<file path="src/rtl/ps2_pkg.sv">
// Shared types and constants for the PS/2 receive path.
package ps2_pkg;

    typedef enum logic [2:0] {
        IDLE   = 3'd0,
        DATA   = 3'd1,
        PARITY = 3'd2,
        STOP   = 3'd3,
        LOAD   = 3'd4
    } ps2_state_e;

    localparam int unsigned PS2_FRAME_BITS = 11;
    localparam logic        PS2_IDLE_LEVEL = 1'b1;

endpackage

</file>
<file path="src/rtl/ps2_in_filter.sv">
// Two-flop synchroniser plus glitch filter for one PS/2 line; the filtered level
// moves only after FILT_LEN consecutive synced samples disagree with it.
module ps2_in_filter
    import ps2_pkg::*;
#(
    parameter int unsigned FILT_LEN = 4
) (
    input  logic clk,
    input  logic reset,
    input  logic pin,
    output logic level
);

    localparam int unsigned CNT_W = (FILT_LEN > 1) ? $clog2(FILT_LEN) : 1;

    logic             sync_q1;
    logic             sync_q2;
    logic [CNT_W-1:0] cnt;

    // Presets follow the idle-high bus so reset release is not seen as an edge.
    always_ff @(posedge clk or negedge reset) begin
        if (!reset) begin
            sync_q1 <= PS2_IDLE_LEVEL;
            sync_q2 <= PS2_IDLE_LEVEL;
            level   <= PS2_IDLE_LEVEL;
            cnt     <= '0;
        end else begin
            sync_q1 <= pin;
            sync_q2 <= sync_q1;
            if (sync_q2 == level) begin
                cnt <= '0;
            end else if (cnt == CNT_W'(FILT_LEN - 1)) begin
                level <= sync_q2;
                cnt   <= '0;
            end else begin
                cnt <= cnt + CNT_W'(1);
            end
        end
    end

endmodule

</file>
<file path="src/rtl/ps2_rx_ctrl.sv">
// PS/2 device-to-host receiver: deframes 11-bit frames and strobes the holding register.
// Optional frame timeout enabled by defining PS2_RX_TIMEOUT_EN.
module ps2_rx_ctrl
    import ps2_pkg::*;
#(
    parameter int unsigned DATA_W      = 8,
    parameter int unsigned FILT_LEN    = 4,
    parameter int unsigned TIMEOUT_CYC = 5000
) (
    input  logic              clk,
    input  logic              reset,
    input  logic              ps2_clk,
    input  logic              ps2_data,
    output logic              reg_enable,
    output logic [DATA_W-1:0] reg_d,
    output logic              rx_done,
    output logic              parity_err,
    output logic              frame_err,
    output logic              busy
);

    localparam int unsigned BIT_CNT_W = $clog2(PS2_FRAME_BITS);

    logic clk_f;
    logic data_f;
    logic clk_prev;
    logic fall_tick;
    logic timeout_hit;

    ps2_state_e            state, state_nx;
    logic [DATA_W-1:0]     shift, shift_nx;
    logic [BIT_CNT_W-1:0]  bit_cnt, bit_cnt_nx;
    logic                  perr, perr_nx;
    logic                  load_nx;
    logic                  perr_pulse_nx;
    logic                  ferr_pulse_nx;

    ps2_in_filter #(.FILT_LEN(FILT_LEN)) u_clk_filt (
        .clk   (clk),
        .reset (reset),
        .pin   (ps2_clk),
        .level (clk_f)
    );

    ps2_in_filter #(.FILT_LEN(FILT_LEN)) u_data_filt (
        .clk   (clk),
        .reset (reset),
        .pin   (ps2_data),
        .level (data_f)
    );

    always_ff @(posedge clk or negedge reset) begin
        if (!reset) clk_prev <= PS2_IDLE_LEVEL;
        else        clk_prev <= clk_f;
    end

    assign fall_tick = clk_prev & ~clk_f;

`ifdef PS2_RX_TIMEOUT_EN
    localparam int unsigned TO_W = (TIMEOUT_CYC > 1) ? $clog2(TIMEOUT_CYC) : 1;

    logic [TO_W-1:0] idle_cnt, idle_cnt_nx;

    // Counts cycles since the last falling edge; held at zero while idle.
    always_comb begin
        idle_cnt_nx = idle_cnt + TO_W'(1);
        if (fall_tick || (state == IDLE)) idle_cnt_nx = '0;
    end

    always_ff @(posedge clk or negedge reset) begin
        if (!reset) idle_cnt <= '0;
        else        idle_cnt <= idle_cnt_nx;
    end

    assign timeout_hit = (state != IDLE) && (idle_cnt_nx == TO_W'(TIMEOUT_CYC - 1));
`else
    logic [31:0] unused_timeout;

    assign unused_timeout = 32'(TIMEOUT_CYC);
    assign timeout_hit    = 1'b0;
`endif

    always_ff @(posedge clk or negedge reset) begin
        if (!reset) begin
            state      <= IDLE;
            shift      <= '0;
            bit_cnt    <= '0;
            perr       <= 1'b0;
            reg_enable <= 1'b0;
            rx_done    <= 1'b0;
            reg_d      <= '0;
            parity_err <= 1'b0;
            frame_err  <= 1'b0;
            busy       <= 1'b0;
        end else begin
            state      <= state_nx;
            shift      <= shift_nx;
            bit_cnt    <= bit_cnt_nx;
            perr       <= perr_nx;
            reg_enable <= load_nx;
            rx_done    <= load_nx;
            parity_err <= perr_pulse_nx;
            frame_err  <= ferr_pulse_nx;
            busy       <= (state_nx != IDLE);
            if (load_nx) reg_d <= shift_nx;
        end
    end

    // Frame sequencing; every bit is taken from the filtered data line on fall_tick.
    always_comb begin
        state_nx      = state;
        shift_nx      = shift;
        bit_cnt_nx    = bit_cnt;
        perr_nx       = perr;
        load_nx       = 1'b0;
        perr_pulse_nx = 1'b0;
        ferr_pulse_nx = 1'b0;

        case (state)
            IDLE: begin
                if (fall_tick && !data_f) begin
                    state_nx   = DATA;
                    bit_cnt_nx = '0;
                end
            end
            DATA: begin
                if (fall_tick) begin
                    shift_nx   = {data_f, shift[DATA_W-1:1]};
                    bit_cnt_nx = bit_cnt + BIT_CNT_W'(1);
                    if (bit_cnt == BIT_CNT_W'(DATA_W - 1)) state_nx = PARITY;
                end
            end
            PARITY: begin
                if (fall_tick) begin
                    perr_nx  = ~^{shift, data_f};
                    state_nx = STOP;
                end
            end
            STOP: begin
                if (fall_tick) begin
                    if (!data_f) begin
                        ferr_pulse_nx = 1'b1;
                        state_nx      = IDLE;
                    end else if (perr) begin
                        perr_pulse_nx = 1'b1;
                        state_nx      = IDLE;
                    end else begin
                        load_nx  = 1'b1;
                        state_nx = LOAD;
                    end
                end
            end
            LOAD: begin
                state_nx = IDLE;
            end
            default: begin
                state_nx = IDLE;
            end
        endcase

        // A stalled frame is dropped; only reachable when the timeout is built.
        if (timeout_hit) begin
            state_nx      = IDLE;
            load_nx       = 1'b0;
            perr_pulse_nx = 1'b0;
            ferr_pulse_nx = 1'b1;
        end
    end

endmodule

</file>
<file path="config.mk">
export PLATFORM = sky130hd
export DESIGN_NAME = ps2_rx_ctrl
export DESIGN_NICKNAME = d
export VERILOG_FILES = /design/src/rtl/ps2_pkg.sv /design/src/rtl/ps2_in_filter.sv /design/src/rtl/ps2_rx_ctrl.sv
export SDC_FILE = /design/constraint.sdc
export NUM_CORES = 1
export LEC_CHECK = 0
export BUFFER_PORTS_ARGS = -buffer_cell sky130_fd_sc_hd__buf_2
export CORE_MARGIN = 1
export CORE_UTILIZATION = 35
export DETAILED_ROUTE_END_ITERATION = 10
export PLACE_DENSITY = 0.48
export SLEW_MARGIN = 20
export SYNTH_ARGS = -nofsm -noshare
export SYNTH_HDL_FRONTEND = slang
export SYNTH_SLANG_ARGS = --single-unit
</file>
<file path="constraint.sdc">
create_clock -name clk -period 1.6 [get_ports clk]
set_input_delay 0.24 -clock clk [delete_from_list [all_inputs] [get_ports clk]]
set_output_delay 0.24 -clock clk [all_outputs]
set_load 0.005 [all_outputs]
</file>
==> results.sh <==
export IMPL_start_util_pct=36.5
export IMPL_rsz0062_at_grt="yes"
export IMPL_yosysWarnings=0
export IMPL_cp_cell_sequence="xnor2_1, xnor3_1, xnor2_1, mux2_4"
export IMPL_crit_path_max_fanout=4
export IMPL_vias=1124
export IMPL_switching_share_pct=34.8
export IMPL_ir_drop_v=0.000534
export IMPL_viasPerCell=4.61
export IMPL_routed_wl_um=3040
export IMPL_status="finished clean"
export IMPL_fp_dieArea_mm2=0.00520
export IMPL_antenna_found_initial=0
export IMPL_dp_hpwl_um=2080
export IMPL_synth_flop_cell="dfrtp_1"
export IMPL_powerDensity_mw_per_mm2=1640
export IMPL_row_count=25
export IMPL_synth_cells=152
export IMPL_syn2layout_area_growth_pct=15.2
export IMPL_intPower_mw=2.13
export IMPL_drt_pass1_iterations=4
export IMPL_syn_area_mm2=0.00172
export IMPL_clk_pin_slew_ns=0.07
export IMPL_synth_seq_cells=39
export IMPL_tightestPinTransition_ns=0.440
export IMPL_die_w_um=72.1
export IMPL_cellLeakagePower_nw=0.950
export IMPL_crit_type="register to register"
export IMPL_grt_overflow=0
export IMPL_cp_arrival_ns=1.73
export IMPL_syn_avg_cell_area_um2=11.3
export IMPL_synthTopCellsByArea="dfrtp_1 47%, dfstp_2 11%, nand2_1 5.9%, xnor2_1 3.6%, o21ai_0 2.9%"
export IMPL_cts_htree_levels=2
export IMPL_cap_violations=0
export IMPL_cts_root_buf="clkbuf_8"
export IMPL_die_h_um=72.1
export IMPL_grt_max_degree=40
export IMPL_final_util_pct=42.0
export IMPL_diodes=0
export IMPL_ioPinCount=17
export IMPL_final_max_slew_violation_count=0
export IMPL_port_buffers=16
export IMPL_post_synth_top_count_cell="dfrtp_1"
export IMPL_drtIter0Drc=62
export IMPL_crit_path_max_incr_delay_ns=0.43
export IMPL_finalNetCount=183
export IMPL_gp_congestion=0.816
export IMPL_max_slew_margin_rel_pct=70.4
export IMPL_setup_violations=0
export IMPL_yosys_area_top_type="dfrtp_1"
export IMPL_cts_buffers_inserted=5
export IMPL_power_frac_comb_pct=34.3
export IMPL_cts_tree="yes"
export IMPL_synth_top_area_share_pct=46.5
export IMPL_path_buf_inv=0
export IMPL_clockBufferDepth=2
export IMPL_synthTopCellsByCount="32 x dfrtp_1, 27 x nand2_1, 10 x inv_1, 10 x o21ai_0, 8 x nand3_1"
export IMPL_first_global_vias=1177
export IMPL_switchingPower_mw=1.13
export IMPL_drt_wirelength_per_cell_um=12.5
export IMPL_postRouteAntennaNets=0
export IMPL_clock_sinks=39
export IMPL_grt_pass1_wl_um=5380
export IMPL_final_layout_size_suffix_gt1_share_pct=27.1
export IMPL_clk_insertion_delay_late_ns=0.29
export IMPL_critPathLaunchType="register"
export IMPL_synth_net_count=159
export IMPL_sequentialPowerShare_pct=46.3
export IMPL_ys_async_sr_fraction_pct=100
export IMPL_min_period_over_period_pct=97.2
export IMPL_p_clk_share_pct=19.4
export IMPL_yosysSeqAreaShare_pct=57.2
export IMPL_ys_types=36
export IMPL_finClkSkew_ns=0.00431
export IMPL_end_kind="register"
export IMPL_cp_common_cell="xnor2_1"
export IMPL_final_hold_viol_count=0
export IMPL_required_ns=1.77
export IMPL_fmax_mhz=643
export IMPL_synth_edf_count=0
export IMPL_hold_class="input pin to register"
export IMPL_crit_path_top_delay_cell="xnor3_1"
export IMPL_track_usage_pct=14.0
export IMPL_min_period_ns=1.56
export IMPL_path_delay_family="XOR/XNOR gates"
export IMPL_drc=0
export IMPL_total_power_mw=3.26
export IMPL_core_area_mm2=0.00472
==> cell usage in the layout (no fill, tap or decap), drive strengths merged <==
cell / instances
dlygate4sd3: 1
ha: 3
a22o: 3
nand2: 28
xnor3: 1
o21ai: 12
nand2b: 3
nor3: 9
clkbuf: 7
dfstp: 7
xnor2: 7
nor4: 1
nor2b: 2
buf: 23
inv: 10
nor4b: 1
mux2: 3
nand3: 8
clkinv: 1
nor2: 5
nand3b: 2
a31oi: 1
a21oi: 2
o32ai: 1
dfrtp: 32
mux2i: 1
xor2: 1
or3: 1
and3: 1
==> path summary, 6_finish.rpt <==
kind | from | to | slack, ns | cells after the start
worst min-delay path | ps2_clk | u_clk_filt.sync_q1$_DFF_PN1_ | 0.04 | 1
worst min register to register | u_clk_filt.sync_q1$_DFF_PN1_ | u_clk_filt.sync_q2$_DFF_PN1_ | 0.36 | 0
max in group asynchronous | reset | clk_prev$_DFF_PN1_ | 0.90 | 3
min in group asynchronous | reset | reg_d[2]$_DFFE_PN0P_ | 0.45 | 3
worst max register to register | shift[2]$_DFF_PN0_ | perr$_DFFE_PN0P_ | 0.04 | 4
worst max-delay path | shift[2]$_DFF_PN0_ | perr$_DFFE_PN0P_ | 0.04 | 4
==> registers in the layout (all words and copies together) (netlist names) <==
name                 cells
reg_d                    8
frame_err                1
u_data_filt.sync_q1      1
u_clk_filt.cnt           2
u_clk_filt.level         1
parity_err               1
clk_prev                 1
busy                     1
shift                    8
bit_cnt                  4
rx_done                  1
u_clk_filt.sync_q1       1
u_data_filt.level        1
perr                     1
u_clk_filt.sync_q2       1
state                    3
u_data_filt.sync_q2      1
u_data_filt.cnt          2
==> through the flow <==
step           hold WS, ns  TNS [ns]  instance area (µm²)  setup WS [ns]  instances
2_1_floorplan      -0.0556         0                 1720          0.126        152
3_3_place_gp         0.222         0                 1880         0.0489        234
3_5_place_dp         0.226         0                 1880         0.0332        234
4_1_cts             0.0303         0                 1970         0.0170        243
5_1_grt             0.0189   -0.0596                 1980        -0.0431        244
6_report            0.0438         0                 1980         0.0446        244
==> power by group through the flow <==
stage                     logic [mW]  clock network (mW)  registers [mW]
after detailed placement        1.11                   0            1.53
after global routing            1.25               0.715            1.55
after CTS                       1.11               0.665            1.51
after global placement          1.07                   0            1.51
after floorplan                0.945                   0            1.44
final                           1.12               0.633            1.51
==> repair_timing <==
item,in CTS,in global routing
gates resized for setup,0,1
hold endpoints to repair,32,0
setup buffers,0,1
setup endpoints to repair,0,3
hold buffers,1,0
==> metal layers <==
layer  GRT usage, %  routed length (µm)  up-vias
li1               -                   -      550
met1           16.2                1290      556
met2           23.2                1590       12
met3           4.58                 101        6
met4           7.19                  64        0
met5              0                   0        -
==> cell families (layout without fill, tap and decap cells) <==
logic type / after synthesis / count (layout) / share of synthesized area (%)
multiplexers: 4 / 4 / 2.54
adder cells (fa/ha/maj): 3 / 3 / 2.18
XOR/XNOR: 9 / 9 / 5.38
buffers and inverters: 17 / 42 / 5.81
AND/OR/NAND/NOR: 61 / 61 / 20.0
flip-flops: 39 / 39 / 57.2
AO/OA/AOI/OAI: 19 / 19 / 6.90
==> cell type report <==
class                           count  area (µm²)
Clock inverter                      1        5.00
Tap cell                           67        83.8
Sequential cell                    39         985
Clock buffer                        7        76.3
Multi-Input combinational cell     96         641
Timing Repair Buffer               24         155
Fill cell                         470        2740
Inverter                           10        37.5
==> worst register-to-register path, cell delays in order, from the launching register on <==
cell     delay (ns)
dfrtp_1        0.42
xnor2_1        0.18
xnor3_1        0.43
xnor2_1        0.15
mux2_4         0.26
Note: power is estimated with default switching activity, not from simulation.
